<file path="config.mk">
export PLATFORM = sky130hd
export DESIGN_NAME = cus19_crypto_seq
export DESIGN_NICKNAME = d
export VERILOG_FILES = /design/src/rtl/cus19_crypto_pkg.sv /design/src/rtl/cus19_crypto_round.sv /design/src/rtl/cus19_crypto_seq.sv
export SDC_FILE = /design/constraint.sdc
export NUM_CORES = 1
export LEC_CHECK = 0
export CORE_MARGIN = 5
export CORE_UTILIZATION = 30
export CTS_BUF_LIST = sky130_fd_sc_hd__clkbuf_4
export DETAILED_ROUTE_END_ITERATION = 6
export PLACE_DENSITY = 0.46
export SETUP_SLACK_MARGIN = 0.05
export SLEW_MARGIN = 20
export SYNTH_ARGS = -nofsm -noshare
export SYNTH_HDL_FRONTEND = slang
export SYNTH_SLANG_ARGS = --single-unit
</file>
<file path="constraint.sdc">
create_clock -name cus19_clk_in -period 3.9 [get_ports cus19_clk_in]
set_input_delay 0.39 -clock cus19_clk_in [delete_from_list [all_inputs] [get_ports cus19_clk_in]]
set_output_delay 0.39 -clock cus19_clk_in [all_outputs]
set_load 0.1 [all_outputs]
</file>
<file path="src/rtl/cus19_crypto_pkg.sv">
// rtl/cus19_crypto_pkg.sv - shared types and key schedule for the cus19 ENC/DEC sequencer
// Purpose: sequencer state enum, op encodings, round rotation amount, key schedule.
// Ports: none (package).
// Optional build macro: CUS19_CRYPTO_CNT_EN (consumed by cus19_crypto_seq).
package cus19_crypto_pkg;

  typedef enum logic [2:0] {
    IDLE,
    RD_A,
    RD_B,
    KEY,
    ROUND,
    WR,
    DONE
  } state_t;

  localparam logic OP_ENC   = 1'b1;
  localparam logic OP_DEC   = 1'b0;
  localparam int   ROT_AMT  = 3;
  localparam int   CIPHER_W = 8;

  // k_r = rotl(key, r) ^ r; the rotate is taken mod 8 so r up to 14 is legal.
  function automatic logic [CIPHER_W-1:0] key_sched(input logic [CIPHER_W-1:0] key,
                                                    input logic [3:0]          r);
    logic [2*CIPHER_W-1:0] dbl;
    dbl = {key, key} << r[2:0];
    return dbl[2*CIPHER_W-1:CIPHER_W] ^ {4'b0000, r};
  endfunction

endpackage

</file>
<file path="src/rtl/cus19_crypto_round.sv">
// rtl/cus19_crypto_round.sv - combinational single round of the 8-bit cus19 cipher
// Purpose: next_data = round(data, k_r, op) with k_r from the package key schedule.
// Ports:
//   data      in   current state byte
//   key       in   raw key byte
//   r         in   round index
//   op        in   1=ENC, 0=DEC
//   next_data out  state byte after this round
module cus19_crypto_round
  import cus19_crypto_pkg::*;
(
  input  logic [CIPHER_W-1:0] data,
  input  logic [CIPHER_W-1:0] key,
  input  logic [3:0]          r,
  input  logic                op,
  output logic [CIPHER_W-1:0] next_data
);

  logic [CIPHER_W-1:0] k_r;
  logic [CIPHER_W-1:0] mix;
  logic [CIPHER_W-1:0] rot;

  always_comb begin
    k_r = key_sched(key, r);
    if (op == OP_ENC) begin
      mix       = data ^ k_r;
      rot       = {mix[CIPHER_W-1-ROT_AMT:0], mix[CIPHER_W-1:CIPHER_W-ROT_AMT]};
      next_data = rot + k_r;
    end else begin
      // Exact inverse of the ENC step: undo the add, the rotate, then the xor.
      mix       = data - k_r;
      rot       = {mix[ROT_AMT-1:0], mix[CIPHER_W-1:ROT_AMT]};
      next_data = rot ^ k_r;
    end
  end

endmodule

</file>
<file path="src/rtl/cus19_crypto_seq.sv">
// rtl/cus19_crypto_seq.sv - ENC/DEC instruction sequencer sharing the data-memory port
// Purpose: read data and key from memory, run NUM_ROUNDS cipher rounds, write back.
// Ports:
//   cus19_clk_in / cus19_rst_in        clock, synchronous active-low reset
//   cmd_valid_in / cmd_ready_out       command handshake (ready only in IDLE)
//   cmd_op_in, cmd_addr_a_in/_b_in     op and data/key addresses
//   stall_out                          pipeline stall while busy
//   mem_req_out / mem_gnt_in           arbitrated memory request/grant
//   mem_we_out, mem_addr_out,
//   mem_wdata_out, mem_rdata_in        memory transfer (rdata the cycle after read grant)
//   done_out, result_out               completion pulse and last result
//   op_count_out                       completed-op count, only with CUS19_CRYPTO_CNT_EN
module cus19_crypto_seq
  import cus19_crypto_pkg::*;
#(
  parameter int Data_Width = 8,
  parameter int Addr_Width = 8,
  parameter int NUM_ROUNDS = 4
) (
  input  logic                  cus19_clk_in,
  input  logic                  cus19_rst_in,
  input  logic                  cmd_valid_in,
  output logic                  cmd_ready_out,
  input  logic                  cmd_op_in,
  input  logic [Addr_Width-1:0] cmd_addr_a_in,
  input  logic [Addr_Width-1:0] cmd_addr_b_in,
  output logic                  stall_out,
  output logic                  mem_req_out,
  input  logic                  mem_gnt_in,
  output logic                  mem_we_out,
  output logic [Addr_Width-1:0] mem_addr_out,
  output logic [Data_Width-1:0] mem_wdata_out,
  input  logic [Data_Width-1:0] mem_rdata_in,
  output logic                  done_out,
  output logic [Data_Width-1:0] result_out
`ifdef CUS19_CRYPTO_CNT_EN
  ,
  output logic [15:0]           op_count_out
`endif
);

  localparam logic [3:0] LAST_R = 4'(NUM_ROUNDS - 1);

  state_t                state, state_nxt;
  logic                  op_q;
  logic [Addr_Width-1:0] addr_a_q, addr_b_q;
  logic [Data_Width-1:0] data_q, key_q, result_q, round_out;
  logic [3:0]            rnd_q;
  logic                  b_first_q;
  logic                  last_round;

  cus19_crypto_round u_round (
    .data      (data_q),
    .key       (key_q),
    .r         (rnd_q),
    .op        (op_q),
    .next_data (round_out)
  );

  // ENC counts up to NUM_ROUNDS-1, DEC counts down to 0.
  assign last_round = (op_q == OP_ENC) ? (rnd_q == LAST_R) : (rnd_q == 4'd0);

  always_ff @(posedge cus19_clk_in) begin
    if (!cus19_rst_in) begin
      state     <= IDLE;
      op_q      <= OP_DEC;
      addr_a_q  <= '0;
      addr_b_q  <= '0;
      data_q    <= '0;
      key_q     <= '0;
      rnd_q     <= '0;
      b_first_q <= 1'b0;
      result_q  <= '0;
    end else begin
      state <= state_nxt;
      case (state)
        IDLE: begin
          if (cmd_valid_in) begin
            op_q     <= cmd_op_in;
            addr_a_q <= cmd_addr_a_in;
            addr_b_q <= cmd_addr_b_in;
          end
        end
        RD_A: begin
          if (mem_gnt_in) b_first_q <= 1'b1;
        end
        RD_B: begin
          // Read data is only valid the cycle after the RD_A grant, so later
          // waiting cycles must not overwrite it.
          if (b_first_q) data_q <= mem_rdata_in;
          b_first_q <= 1'b0;
        end
        KEY: begin
          key_q <= mem_rdata_in;
          rnd_q <= (op_q == OP_ENC) ? 4'd0 : LAST_R;
        end
        ROUND: begin
          data_q <= round_out;
          rnd_q  <= (op_q == OP_ENC) ? rnd_q + 4'd1 : rnd_q - 4'd1;
        end
        DONE: begin
          result_q <= data_q;
        end
        default: ;
      endcase
    end
  end

  always_comb begin
    state_nxt     = state;
    cmd_ready_out = 1'b0;
    mem_req_out   = 1'b0;
    mem_we_out    = 1'b0;
    mem_addr_out  = '0;
    mem_wdata_out = '0;
    done_out      = 1'b0;
    case (state)
      IDLE: begin
        cmd_ready_out = 1'b1;
        if (cmd_valid_in) state_nxt = RD_A;
      end
      RD_A: begin
        mem_req_out  = 1'b1;
        mem_addr_out = addr_a_q;
        if (mem_gnt_in) state_nxt = RD_B;
      end
      RD_B: begin
        mem_req_out  = 1'b1;
        mem_addr_out = addr_b_q;
        if (mem_gnt_in) state_nxt = KEY;
      end
      KEY: begin
        state_nxt = ROUND;
      end
      ROUND: begin
        if (last_round) state_nxt = WR;
      end
      WR: begin
        mem_req_out   = 1'b1;
        mem_we_out    = 1'b1;
        mem_addr_out  = addr_a_q;
        mem_wdata_out = data_q;
        if (mem_gnt_in) state_nxt = DONE;
      end
      DONE: begin
        done_out  = 1'b1;
        state_nxt = IDLE;
      end
      default: state_nxt = IDLE;
    endcase
  end

  assign stall_out  = (state != IDLE);
  // The new result is visible in the DONE cycle itself, then held in result_q.
  assign result_out = (state == DONE) ? data_q : result_q;

`ifdef CUS19_CRYPTO_CNT_EN
  always_ff @(posedge cus19_clk_in) begin
    if (!cus19_rst_in) begin
      op_count_out <= '0;
    end else if (state == DONE) begin
      op_count_out <= op_count_out + 16'd1;
    end
  end
`endif

endmodule

</file>
==> impl_metrics.json <==
{
  "drt-wirelength-per-cell_um": 17.4,
  "period_needed_ns": 3.56,
  "coreArea_um2": 11400,
  "grt_util_met1": 0.201,
  "placed_area_um2": 4130,
  "async_flop_share": 0,
  "yosys_warnings": 0,
  "dieArea_um2": 13800,
  "cp.required_ns": 4.21,
  "layout_common_cells": "69 x nand2_1, 49 x dfxtp_1, 40 x buf_4",
  "cpPeakStageDelay_ns": 0.60,
  "cp_slowest_cell": "dfxtp_1",
  "max_freq_mhz": 281,
  "post-route-cell-area_um2": 4220,
  "syn-cell-area_um2": 3470,
  "drc": 0,
  "synth_compound_area_frac": 0.194,
  "rows": 39,
  "clock-sinks": 49,
  "cts.reportedPaths.clkPinSlew_ns": 0.17,
  "clock_skew_ns": 0.00592,
  "syn-num-nets": 462,
  "yosys.area_share.xor_xnor": 0.0631,
  "synth_cell_types": 57,
  "hpwl_um": 8030,
  "overflow": 0,
  "layout_commonest_cell": "nand2_1",
  "antenna_found_initial": 0,
  "synth_top_family_by_area": "simple AND/OR/NAND/NOR gates",
  "grt.total_usage": 0.153,
  "hold_class": "flop to flop",
  "whs_endpoint": "addr_b_q[6]",
  "gp_congestion": 0.940,
  "slew_headroom": 0.352,
  "use_met2": 0.253,
  "hold_violations": 0,
  "synth-simple-area-share": 0.202,
  "avgSynthCellArea_um2": 8.32,
  "routed_via_density": 5.15,
  "synthCells": 417,
  "synth-main-ff-cell": "dfxtp_1",
  "area_delta_synth_final_pct": 21.6,
  "grt_max_degree": 23,
  "synthAdderAreaFrac": 0.0693,
  "drt-initial-drc-count": 175,
  "clk_path_buf_depth": 2,
  "r2r_end": "data_q[6]",
  "drv_slew": 0,
  "antenna_cells": 0,
  "wl_um": 10600,
  "peakVddDrop_mv": 0.237,
  "vias": 3144,
  "drtAntennaViolNets": 0,
  "cap_violations": 0,
  "synth_edf_count": 0,
  "synth_mux_area_frac": 0.133,
  "tns_ns": 0,
  "path_cells": "mux4_2, mux2i_1, ha_1, nor4_1, buf_4, ha_1, a21oi_1, o21ai_0, a41o_1, mux2i_1, a21oi_1, a211oi_1",
  "cts_buffers": 5,
  "leakage_nw": 1.79,
  "clock_latency_ns": 0.38,
  "startpoint": "rnd_q[2]",
  "p_per_area_nw_per_um2": 287,
  "initial_utilization": 0.305,
  "setup_viol": 0,
  "grt_pass1_vias": 3131,
  "fp.dieW_um": 118,
  "portBuffers": 57,
  "fin_crit_sh": 0.912,
  "crit_path_end_kind": "flop",
  "holdBufCountCts": 0,
  "yosysSeqAreaShare": 0.283,
  "run_status": "finished clean",
  "holdPathStages": 2,
  "min-delay-start": "addr_b_q[6]",
  "drive_gt1_frac": 0.139,
  "reg2reg_depth": 12,
  "clockRootBuffer": "clkbuf_4",
  "htreeDepth": 2,
  "ios": 58,
  "synth-seq-cells": 49,
  "crit_path_start_kind": "flop",
  "timing.hold.ws_ns": 0.476,
  "cts.repair.resized": 0,
  "cts_tree": "yes",
  "worst-path-max-fanout": 10,
  "r2r_start": "rnd_q[2]",
  "cp_data_arrival_time_ns": 3.87,
  "grt_setup_unrepaired": "no",
  "grt_use_met3": 0.0303,
  "top_usage_layer": "met2",
  "reg2reg_slack_ns": 0.34,
  "dieHeight_um": 118,
  "postCtsSetupBuffers": 0,
  "path_class": "flop to flop",
  "dr.pass1.iters": 5,
  "worstMarginPinSlew_ns": 0.969,
  "grt_pass1_wl_um": 17400,
  "finalNetCount": 511
}
-- registers in the layout, indices dropped and copies added, names as in the netlist --
signal     flops
addr_a_q       8
rnd_q          4
op_q           1
result_q       8
addr_b_q       8
state          3
b_first_q      1
data_q         8
key_q          8
-- layout make-up --
cell class              instances  area (um2)
clock buffers                   5        37.5
clock inverters                 3        48.8
fillers                      1200        7150
inverters                      19        71.3
multi-input cells             321        2300
flip-flops and latches         49         981
well taps                     143         179
repair buffers                 70         601
-- critical path, delay by kind of cell (launching register included) --
family	cells	cell delay, ns
buf+inv	1	0.17
simple gates	1	0.30
fa+ha+maj	2	0.58
flops	1	0.60
mux	3	1.14
compound gates	5	0.70
-- synthesized netlist by cell type (4+ instances only) --
cell type	n	share of area
nand2_1	69	0.075
dfxtp_1	49	0.28
clkbuf_1	23	0.025
mux2i_1	22	0.063
xnor2_1	22	0.056
a21boi_0	18	0.039
a21oi_1	18	0.026
inv_1	18	0.019
o21ai_0	18	0.026
nor2b_1	16	0.029
ha_1	15	0.054
nor2_1	14	0.015
and2_1	13	0.023
and3_1	12	0.022
a32o_1	8	0.023
nand3_1	8	0.012
mux4_2	7	0.045
nor3_1	6	0.0087
o22ai_1	4	0.0072
-- cell families after synthesis --
| kind of cell | after synthesis |
|---|---|
| and+or+nand+nor | 147 |
| AOI/OAI and AO/OA | 96 |
| buffers and inverters | 47 |
| adders and majority gates | 19 |
| xor gates and xnor gates | 25 |
| muxes | 34 |
| DFF | 49 |
-- routing by layer --
metal	up-vias	routed length [um]
li1	1572	-
met1	1482	4830
met2	76	5080
met3	14	437
met4	0	254
met5	-	0
-- metrics by stage --
step	total power [mW]	setup slack, ns	instances	util
finish	1.21	0.343	610	0.371
CTS	1.23	0.334	610	0.371
detailed placement	0.883	0.362	602	0.363
global route	1.28	0.0934	610	0.371
floorplan	0.784	0.446	417	-
global placement	0.883	0.300	602	0.363
-- worst max path at each step --
| stage | endpoint | slack (ns) | cells after the start |
|---|---|---|---|
| floorplan | result_out[0] | 0.45 | 4 |
| global placement | data_q[6] | 0.30 | 12 |
| detailed placement | data_q[6] | 0.36 | 12 |
| CTS | data_q[6] | 0.33 | 12 |
| global route | data_q[1] | 0.09 | 12 |
| finish | data_q[6] | 0.34 | 12 |
-- where the power goes --
part / leakage [nW] / switching [mW] / total [mW] / internal, mW
registers: 0.398 / 0.0282 / 0.550 / 0.522
clock network: 0.0433 / 0.199 / 0.338 / 0.139
logic: 1.35 / 0.193 / 0.322 / 0.129
total: 1.79 / 0.420 / 1.21 / 0.790
No activity file was read; power rests on OpenSTA's default activity.
